[config.mk]
export PLATFORM = sky130hd
export DESIGN_NAME = universal_shift_reg
export DESIGN_NICKNAME = d
export VERILOG_FILES = /design/src/rtl/universal_shift_reg.sv
export SDC_FILE = /design/constraint.sdc
export NUM_CORES = 1
export LEC_CHECK = 0
export BUFFER_PORTS_ARGS = -buffer_cell sky130_fd_sc_hd__buf_2
export CAP_MARGIN = 10
export CORE_MARGIN = 10
export CORE_UTILIZATION = 45
export CTS_CLUSTER_DIAMETER = 60
export DETAILED_ROUTE_END_ITERATION = 6
export PLACE_DENSITY = 0.84
export SYNTH_ARGS = -nofsm -noshare
export SYNTH_HDL_FRONTEND = slang
export SYNTH_SLANG_ARGS = --single-unit
export TNS_END_PERCENT = 100
[constraint.sdc]
create_clock -name clk -period 1.75 [get_ports clk]
set_input_delay 0.2625 -clock clk [delete_from_list [all_inputs] [get_ports clk]]
set_output_delay 0.2625 -clock clk [all_outputs]
set_load 0.005 [all_outputs]
[src/rtl/universal_shift_reg.sv]
// rtl/universal_shift_reg.sv - universal PIPO/SIPO/PISO/SISO register with serial word counter
module universal_shift_reg #(
  parameter int                WIDTH       = 8,
  parameter logic [WIDTH-1:0]  RESET_VALUE = {WIDTH{1'b0}}
) (
  input  logic                         clk,
  input  logic                         reset,
  input  logic                         en,
  input  logic [2:0]                   mode,
  input  logic [WIDTH-1:0]             d,
  input  logic                         sin_msb,
  input  logic                         sin_lsb,
  output logic [WIDTH-1:0]             q,
  output logic                         sout_lsb,
  output logic                         sout_msb,
  output logic [$clog2(WIDTH+1)-1:0]   bit_cnt,
  output logic                         word_valid
);

  localparam int            CW       = $clog2(WIDTH + 1);
  localparam logic [CW-1:0] LAST_CNT = CW'(WIDTH - 1);

  localparam logic [2:0] MODE_SHR  = 3'b001;
  localparam logic [2:0] MODE_SHL  = 3'b010;
  localparam logic [2:0] MODE_ROR  = 3'b011;
  localparam logic [2:0] MODE_ROL  = 3'b100;
  localparam logic [2:0] MODE_LOAD = 3'b101;
  localparam logic [2:0] MODE_CLR  = 3'b110;

  logic [WIDTH-1:0] r_q;
  logic [CW-1:0]    r_bit_cnt;
  logic             r_word_valid;

  logic [WIDTH-1:0] w_shr;
  logic [WIDTH-1:0] w_shl;
  logic [WIDTH-1:0] w_ror;
  logic [WIDTH-1:0] w_rol;
  logic             w_is_shift;
  logic             w_is_reset_cnt;
  logic             w_wrap;

  // A one-bit register has no neighbours: shifts take the serial input, rotates keep the bit.
  generate
    if (WIDTH == 1) begin : g_w1
      assign w_shr = sin_msb;
      assign w_shl = sin_lsb;
      assign w_ror = r_q;
      assign w_rol = r_q;
    end else begin : g_wn
      assign w_shr = {sin_msb, r_q[WIDTH-1:1]};
      assign w_shl = {r_q[WIDTH-2:0], sin_lsb};
      assign w_ror = {r_q[0], r_q[WIDTH-1:1]};
      assign w_rol = {r_q[WIDTH-2:0], r_q[WIDTH-1]};
    end
  endgenerate

  // Only true shifts advance the word counter; rotates leave it alone.
  assign w_is_shift     = en && ((mode == MODE_SHR) || (mode == MODE_SHL));
  assign w_is_reset_cnt = en && ((mode == MODE_LOAD) || (mode == MODE_CLR));
  assign w_wrap         = w_is_shift && (r_bit_cnt == LAST_CNT);

  // Register contents, shift counter and word-complete pulse.
  always_ff @(posedge clk or posedge reset) begin
    if (reset) begin
      r_q          <= RESET_VALUE;
      r_bit_cnt    <= '0;
      r_word_valid <= 1'b0;
    end else begin
      r_word_valid <= w_wrap;
      if (en) begin
        case (mode)
          MODE_SHR:  r_q <= w_shr;
          MODE_SHL:  r_q <= w_shl;
          MODE_ROR:  r_q <= w_ror;
          MODE_ROL:  r_q <= w_rol;
          MODE_LOAD: r_q <= d;
          MODE_CLR:  r_q <= '0;
          default:   r_q <= r_q;
        endcase
      end
      if (w_is_shift) begin
        r_bit_cnt <= w_wrap ? '0 : r_bit_cnt + CW'(1);
      end else if (w_is_reset_cnt) begin
        r_bit_cnt <= '0;
      end
    end
  end

  assign q          = r_q;
  assign sout_lsb   = r_q[0];
  assign sout_msb   = r_q[WIDTH-1];
  assign bit_cnt    = r_bit_cnt;
  assign word_valid = r_word_valid;

endmodule
; Yosys cells after proc, flatten, opt, wreduce, memory -nomap -nowiden
; Cells that the tools add are included.
[totals]
reg_bits = 13
inputBits = 16
word_cells = 23
[classes]
n_addsub = 1
n_eq_ne = 7
mux = 4
n_reduce_logical = 8
[ops]
columns = operator, count
row1 = case mux 8 bit (6 select lines), 1
row2 = 2-to-1 mux 4 bit, 3
row3 = equality test 3 bit (second input constant), 3
row4 = equality test 3 x 2 -> 1 bit (second input constant), 2
row5 = nonzero test 6 bit, 1
row6 = adder 4 x 1 -> 4 bit (second input constant), 1
row7 = equality test 4 x 3 -> 1 bit (second input constant), 1
row8 = equality test 3 x 1 -> 1 bit (second input constant), 1
row9 = logical AND 1 bit, 3
row10 = logical OR 1 bit, 2
row11 = AND reduction 2 bit, 1
row12 = nonzero test 2 bit, 1

; Logic depth before layout (Yosys ltp)
; Gate-level depths: netlist (run 1).
[logic_depth]
word_depth = 6
mapped_depth = 6
depth_no_buf = 4

; Least setup slack after synthesis (run 1)
; OpenSTA, ideal clock, no wires.
[synth_path]
path_type = input to register
start = input mode[1]
end = register r_q[1], in the netlist q[1]
setup_time_ns = 0.125
t_arrival_ns = 1.274
setup_slack_ns = 0.350
path_stages = 6
cell_sequence = buf_4 -> or3_4 -> buf_6 -> and3_4 -> buf_6 -> a2bb2oi_1
[synth_between]
elab_chain_len = 3
[synth_rtl]
columns = element, line_no
row1 = from (decl), 9  ; input logic [2:0] mode,
row2 = equality test 3 x 1 -> 1 bit (tied with other cells), 71  ; case (mode)
row3 = nonzero test 6 bit (no source line), -
row4 = AND reduction 2 bit (no source line), -
row5 = to (signal assigned), 72  ; MODE_SHR: r_q <= w_shr;
row6 = to (signal assigned), 73  ; MODE_SHL: r_q <= w_shl;
row7 = to (signal assigned), 74  ; MODE_ROR: r_q <= w_ror;
row8 = to (decl), 30  ; logic [WIDTH-1:0] r_q;
; Several ways; a longest one is shown, not always the timed one.
; A chain may end at the register's enable or synchronous reset.

; Worst setup path after layout (run 1)
[layout_path]
start = register r_q[6], in the netlist q[6]
end = register r_q[7], in the netlist q[7]
[layout_between]
elab_chain_len = 1
[layout_rtl]
columns = element, line_no
row1 = case mux 8 bit (6 select lines), 71
; Every way passes these cells.

==> impl_results.md, run 1 <==
* Initial antenna violation count at 0
* Overall Global Routing Usage at 0.104
* Fmax at 777 MHz
* Share of cells above drive strength 1 at 0.392
* Hold crit path type: in -> async
* H-tree levels at 1
* Placed cell count at about 150
* Final WL at 2340 um
* Clk_lat worst skew at 0.27 ns
* DR vias/cell at between 5 and 6
* Die width at 66.1 um
* # setup viols final at 0
* Hold_buf cts at 0
* Area growth, synth to finish at 13.2%
* Worst Path Max Fanout at 4
* Post-synth ARST share at 1.00
* Final setup TNS at 0 ns
* Routed wire per std cell at around 15 um
* # rows at 16
* Worst EP arrival at between 1 and 1.5 ns
* Hold Vio Cnt, Final at 0
* Clk pin slew, worst setup/hold paths at 0.08 ns
* Cell variety after synth at 41
* Total CTS buffers at 3
* Actual slew at the worst max-slew pin at 0.583 ns
* Num Clock Sinks at 13
* Grt ovf at 0
* Final Power at 0.909 mW
* Number of max-cap violations at 0
* RSZ-0062 raised after global routing: false
* PD cells at 840 mW/mm^2
* RD Place Congestion at between 0.8 and 0.9
* CTS Buffer Depth at 2
* Fin crit share at 0.736
* First drt pass iteration count at 5
* Post-CTS Resized at 0
* Pins Over Slew Limit at 0
* Crit path required time at 1.95 ns
* Synth area leader: dfrtp_1
* Synth Register Bits at 13
* Max transition margin at 0.601
* Non-filler cells, final at between 150 and 200
* CORE AREA at 0.00198 sq mm
* Clk root buf: clkbuf_4
* Top cells by area, synth: dfrtp_1 (34%), a31oi_1 (7.9%), o21ai_0 (4.2%)
* # diodes at 0
* Remaining antenna violation count after routing at 0
* Initial core utilization at 0.482
* Pleak at 0.477 nW
* Crit end category: flop
* Syn nets at ~120
* Largest net degree at the start of global routing at 24
* CP Launch Type: flop
* # fillers at 178
* Drt first-iter violations at 39
* Die H at 66.1 um
* Die Footprint at between 0.004 and 0.005 sq mm
* PortBufs at 30
* Vias in the first global route at 815
* Synth warn at 0
* Cells after synthesis at 101
* Global-route wire length before repair at 3780 um
* Avg Inst Size Synth at ~9.5 sq um
* Via count at 909
* # IOs at 31
* Nets at 143
* Top cell type's share of synthesized area at 0.340
* Fin Hold WS at approximately 0.0018 ns
* Post CTS Setup Buffer Count at 0
* Post-DP HPWL at 1750 um
* TritonCTS clock tree: built
* Clk_skew at 0.00332 ns
* Crit path kind: reg -> reg
* Cell Area, Synth at 956 sq um
* Post-synth EDFFs at 0
* Min Tclk post-route at 1.29 ns
* Share of the yosys chip area belonging to registers at 0.340
* Outcome: finished clean
* DRC Markers at 0
* Maximum vdd drop at 0.463 mV
* Top_reg_cell synth: dfrtp_1
[cell type report]
cell class | instances | area (sq um) | share of cell area
clock buffers | 4 | 26.3 | 0.0243
inverters | 6 | 22.5 | 0.0208
multi-input cells | 72 | 524 | 0.484
flip-flops and latches | 13 | 325 | 0.301
well taps | 27 | 33.8 | 0.0312
repair buffers | 30 | 150 | 0.139
[metal layers]
metal  wire [um]  track usage  up-vias
met5           0            0        -
met4          29       0.0393        0
met3         249       0.0288        2
met2        1120        0.169       53
met1         939        0.127      426
li1            -            -      428
[power by group]
group	switching, mW	internal, mW
sequential	0.0715	0.359
clock	0.0945	0.0880
combinational	0.142	0.155
[synth_stat cells, types with 2 or more instances]
library cell	number
and2b_2	4
a2bb2oi_1	2
nand3_1	3
a32oi_1	3
o221ai_1	2
o21ai_0	8
buf_6	3
nor3b_1	2
nand2b_1	3
nor3_1	2
buf_2	2
nor2_1	3
nand2_1	5
or3b_2	2
dfrtp_1	13
inv_1	6
a31oi_1	12
buf_4	3
[placed cells by master (no fill, tap or decap), types with 2 or more instances in the layout]
master     count
buf_2         30
dfrtp_1       13
a31oi_1       12
o21ai_0        8
inv_1          6
nand2_1        5
and2b_2        4
nand2b_1       3
nor2_1         3
nand3_1        3
a32oi_1        3
clkbuf_4       3
nor3_1         2
or3b_2         2
o221ai_1       2
a2bb2oi_1      2
nor3b_1        2
[worst paths after layout]
path	start	to	slack (ns)	cells past startpoint
setup / recovery	q[6]$_DFFE_PP0P_	q[7]$_DFFE_PP0P_	0.46	3
hold / removal	reset	q[4]$_DFFE_PP0P_	0.002	2
setup reg to reg	q[6]$_DFFE_PP0P_	q[7]$_DFFE_PP0P_	0.46	3
hold reg to reg	bit_cnt[3]$_DFFE_PP0P_	word_valid$_DFF_PP0_	0.55	1
max in group asynchronous	reset	q[0]$_DFFE_PP0P_	1.41	2
min in group clk	d[1]	q[1]$_DFFE_PP0P_	0.32	3
[per-stage QoR]
stage          instance area [sq um]  setup slack [ns]   util
2_1_floorplan                    956             0.350      -
5_1_grt                         1080             0.325  0.546
6_report                        1080             0.462  0.546
3_5_place_dp                    1060             0.255  0.533
3_3_place_gp                    1060             0.294  0.533
4_1_cts                         1080             0.452  0.546
[critical path: stages (launching register included)]
cell and delay, ns:
dfrtp_1 0.39, o21ai_0 0.09, a2111oi_0 0.59, o2bb2ai_2 0.14
[sequential cells by signal (all words and copies together), names as in the netlist]
register	flops
bit_cnt	4
q	8
word_valid	1
[kinds of logic after synthesis]
kind of cell / count (synthesis) / share of synthesized area
flip-flops: 13 / 0.340
AO/OA/AOI/OAI: 35 / 0.264
adder cells (fa/ha/maj): 1 / 0.0131
XOR/XNOR: 2 / 0.0183
AND/OR/NAND/NOR: 33 / 0.229
buffers and inverters: 16 / 0.111
multiplexers: 1 / 0.0236
No activity file was read; power rests on OpenSTA's default activity.
==> run 2, diff against run 1 <==
Settings changed: PLACE_DENSITY 0.84 to 0.87.
Clock period 1.75 ns to 1.1 ns, I/O delays scaled along.
==> impl_results.md, run 2 (same netlist as run 1, synthesis figures left out) <==
* Initial core utilization at 0.482 (unchanged)
* Failing checks: setup timing
* Drt first-iter violations at 49 (+26%)
* Fin crit share at 1.08 (+0.344)
* Crit end category: flop
* Fin Hold WS at 0.208 ns (+0.206 ns)
* # IOs at 31 (unchanged)
* Clk_skew at 0.00102 ns (-0.00229 ns)
* Dpl ws at -0.260 ns (-0.515 ns)
* Largest net degree at the start of global routing at 14 (-42%)
* TritonCTS clock tree: built
* Final setup TNS at -0.330 ns (-0.330 ns)
* Overall Global Routing Usage at 0.134 (+0.0302)
* Clk pin slew, worst setup/hold paths at 0.08 ns (about the same)
* Actual slew at the worst max-slew pin at 0.508 ns (-0.0749 ns)
* H-tree levels at 1 (unchanged)
* Final setup margin at -0.0876 ns (-0.550 ns)
* Initial antenna violation count at 1 (+1)
* Remaining antenna violation count after routing at 0 (unchanged)
* CORE AREA at 0.00198 sq mm (unchanged)
* Min Tclk post-route at 1.19 ns (-0.100 ns)
* Fmax at 842 MHz (+8.4%)
* Maximum vdd drop at 1.02 mV (+120%)
* Die H at 66.1 um (unchanged)
* Outcome: finished, violations left
* Pins Over Slew Limit at 0 (unchanged)
* Most common cell after layout, fill and taps aside: buf_2
* Crit path kind: reg -> reg
* Area growth, synth to finish at 50.1%
* Worst Path Max Fanout at 3 (-1)
* # setup viols final at 9 (+9)
* Hold path cells at 3
* Post-DP HPWL at 2200 um (+25%)
* PortBufs at 30 (unchanged)
* Non-filler cells, final at 183 (+20%)
* Crit path required time at 1.30 ns (-0.65 ns)
* Number of max-cap violations at 0 (unchanged)
* Global-route wire length before repair at 4690 um (+24%)
* # rows at 16 (unchanged)
* Num Clock Sinks at 13 (unchanged)
* Critical R2R Launch: q[7]$_DFFE_PP0P_
* # fillers at 141 (-21%)
* GRT met2 Usage at 0.217 (+0.0478)
* CTS Buffer Depth at 2 (unchanged)
* Share of cells above drive strength 1 at 0.561 (+0.169)
* Nets at 173 (+21%)
* Vias in the first global route at 1,014 (+24%)
* Placed cell count at 173 (+17%)
* Max reg flops at 8 (unchanged)
* DRC Markers at 0 (unchanged)
* Hold Vio Cnt, Final at 0 (unchanged)
* CP Launch Type: flop
* Clk root buf: clkbuf_4
* Worst EP arrival at 1.39 ns (-0.10 ns)
* RD Place Congestion at 0.910 (+7.6%)
* Hold crit path type: in -> reg
* Pleak at 0.667 nW (+40%)
* Clk_lat worst skew at 0.28 ns (about the same)
* Die width at 66.1 um (unchanged)
* Most frequent cells in the layout: buf_2 (25), buf_4 (24), dfrtp_1 (13)
* Hold Path Origin: d[3]
* Final WL at 3110 um (+33%)
* GR Util met3 at 0.0576 (+0.0288)
* DR vias/cell at 5.63 (-5.8%)
* Total CTS buffers at 3 (unchanged)
* Grt ovf at 0 (unchanged)
* Top Usage Layer GRT: met2
* Via count at 1,031 (+13%)
* Met1 usage at 0.147 (+0.0205)
* R2R depth at 3 (unchanged)
* Worst setup startpoint: q[7]$_DFFE_PP0P_
* Die Footprint at 0.00437 sq mm (unchanged)
* RSZ-0062 raised after global routing: true
* Routed wire per std cell at 17.0 um (+10%)
* PD cells at 1280 mW/mm^2 (+52%)
* Max transition margin at 0.661 (+0.0596)
* First drt pass iteration count at 4 (-1)
[run 2: cell count changes in the layout (fill, tap and decap cells not counted), sizes merged]
cell / delta
buf: +29
diode: +1
dlygate4sd3: +1
[run 2: layout make-up]
type / count / area, sq um / area share
Tap cell: 27 / 33.8 / 0.0235
Sequential cell: 13 / 325 / 0.227
Antenna cell: 1 / 2.50 / 0.00174
Inverter: 6 / 22.5 / 0.0157
Clock buffer: 4 / 26.3 / 0.0183
Timing Repair Buffer: 60 / 428 / 0.298
Multi-Input combinational cell: 72 / 597 / 0.416
[run 2: what timing repair did]
item | in CTS | in global routing
buffers inserted | 3 | 2
hold buffers | 1 | 0
resized for setup | 11 | 14
pin swaps | 6 | 4
hold endpoints to repair | 13 | 0
setup endpoints to repair | 13 | 17
[run 2: through the flow]
stage	util	instance area (sq um)	power [mW]
6_report	0.724	1440	1.83
5_1_grt	0.724	1440	1.94
4_1_cts	0.678	1340	1.69
3_5_place_dp	0.630	1250	1.33
3_3_place_gp	0.630	1250	1.30
2_1_floorplan	-	968	1.00
[run 2: critical path: stages, from the launching register on]
cell	delay [ns]
dfrtp_1	0.38
nand2_1	0.06
mux4_2	0.47
a31oi_1	0.20
[run 2: path summary, 6_finish.rpt]
path / endpoint / slack, ns
max reg2reg: q[0]$_DFFE_PP0P_ / -0.09
min: q[3]$_DFFE_PP0P_ / 0.21
max: q[0]$_DFFE_PP0P_ / -0.09
min reg2reg: word_valid$_DFF_PP0_ / 0.56
max in group asynchronous: q[2]$_DFFE_PP0P_ / 0.31
min in group asynchronous: q[7]$_DFFE_PP0P_ / 0.45
[run 2: power by group]
part,internal [mW],switching [mW]
sequential,0.570,0.108
clock,0.141,0.155
combinational,0.504,0.354
[run 2: per-layer routing]
metal | vias up | wire length, um
met1 | 480 | 1200
met2 | 57 | 1560
met5 | - | 0
li1 | 490 | -
met3 | 4 | 291
met4 | 0 | 61
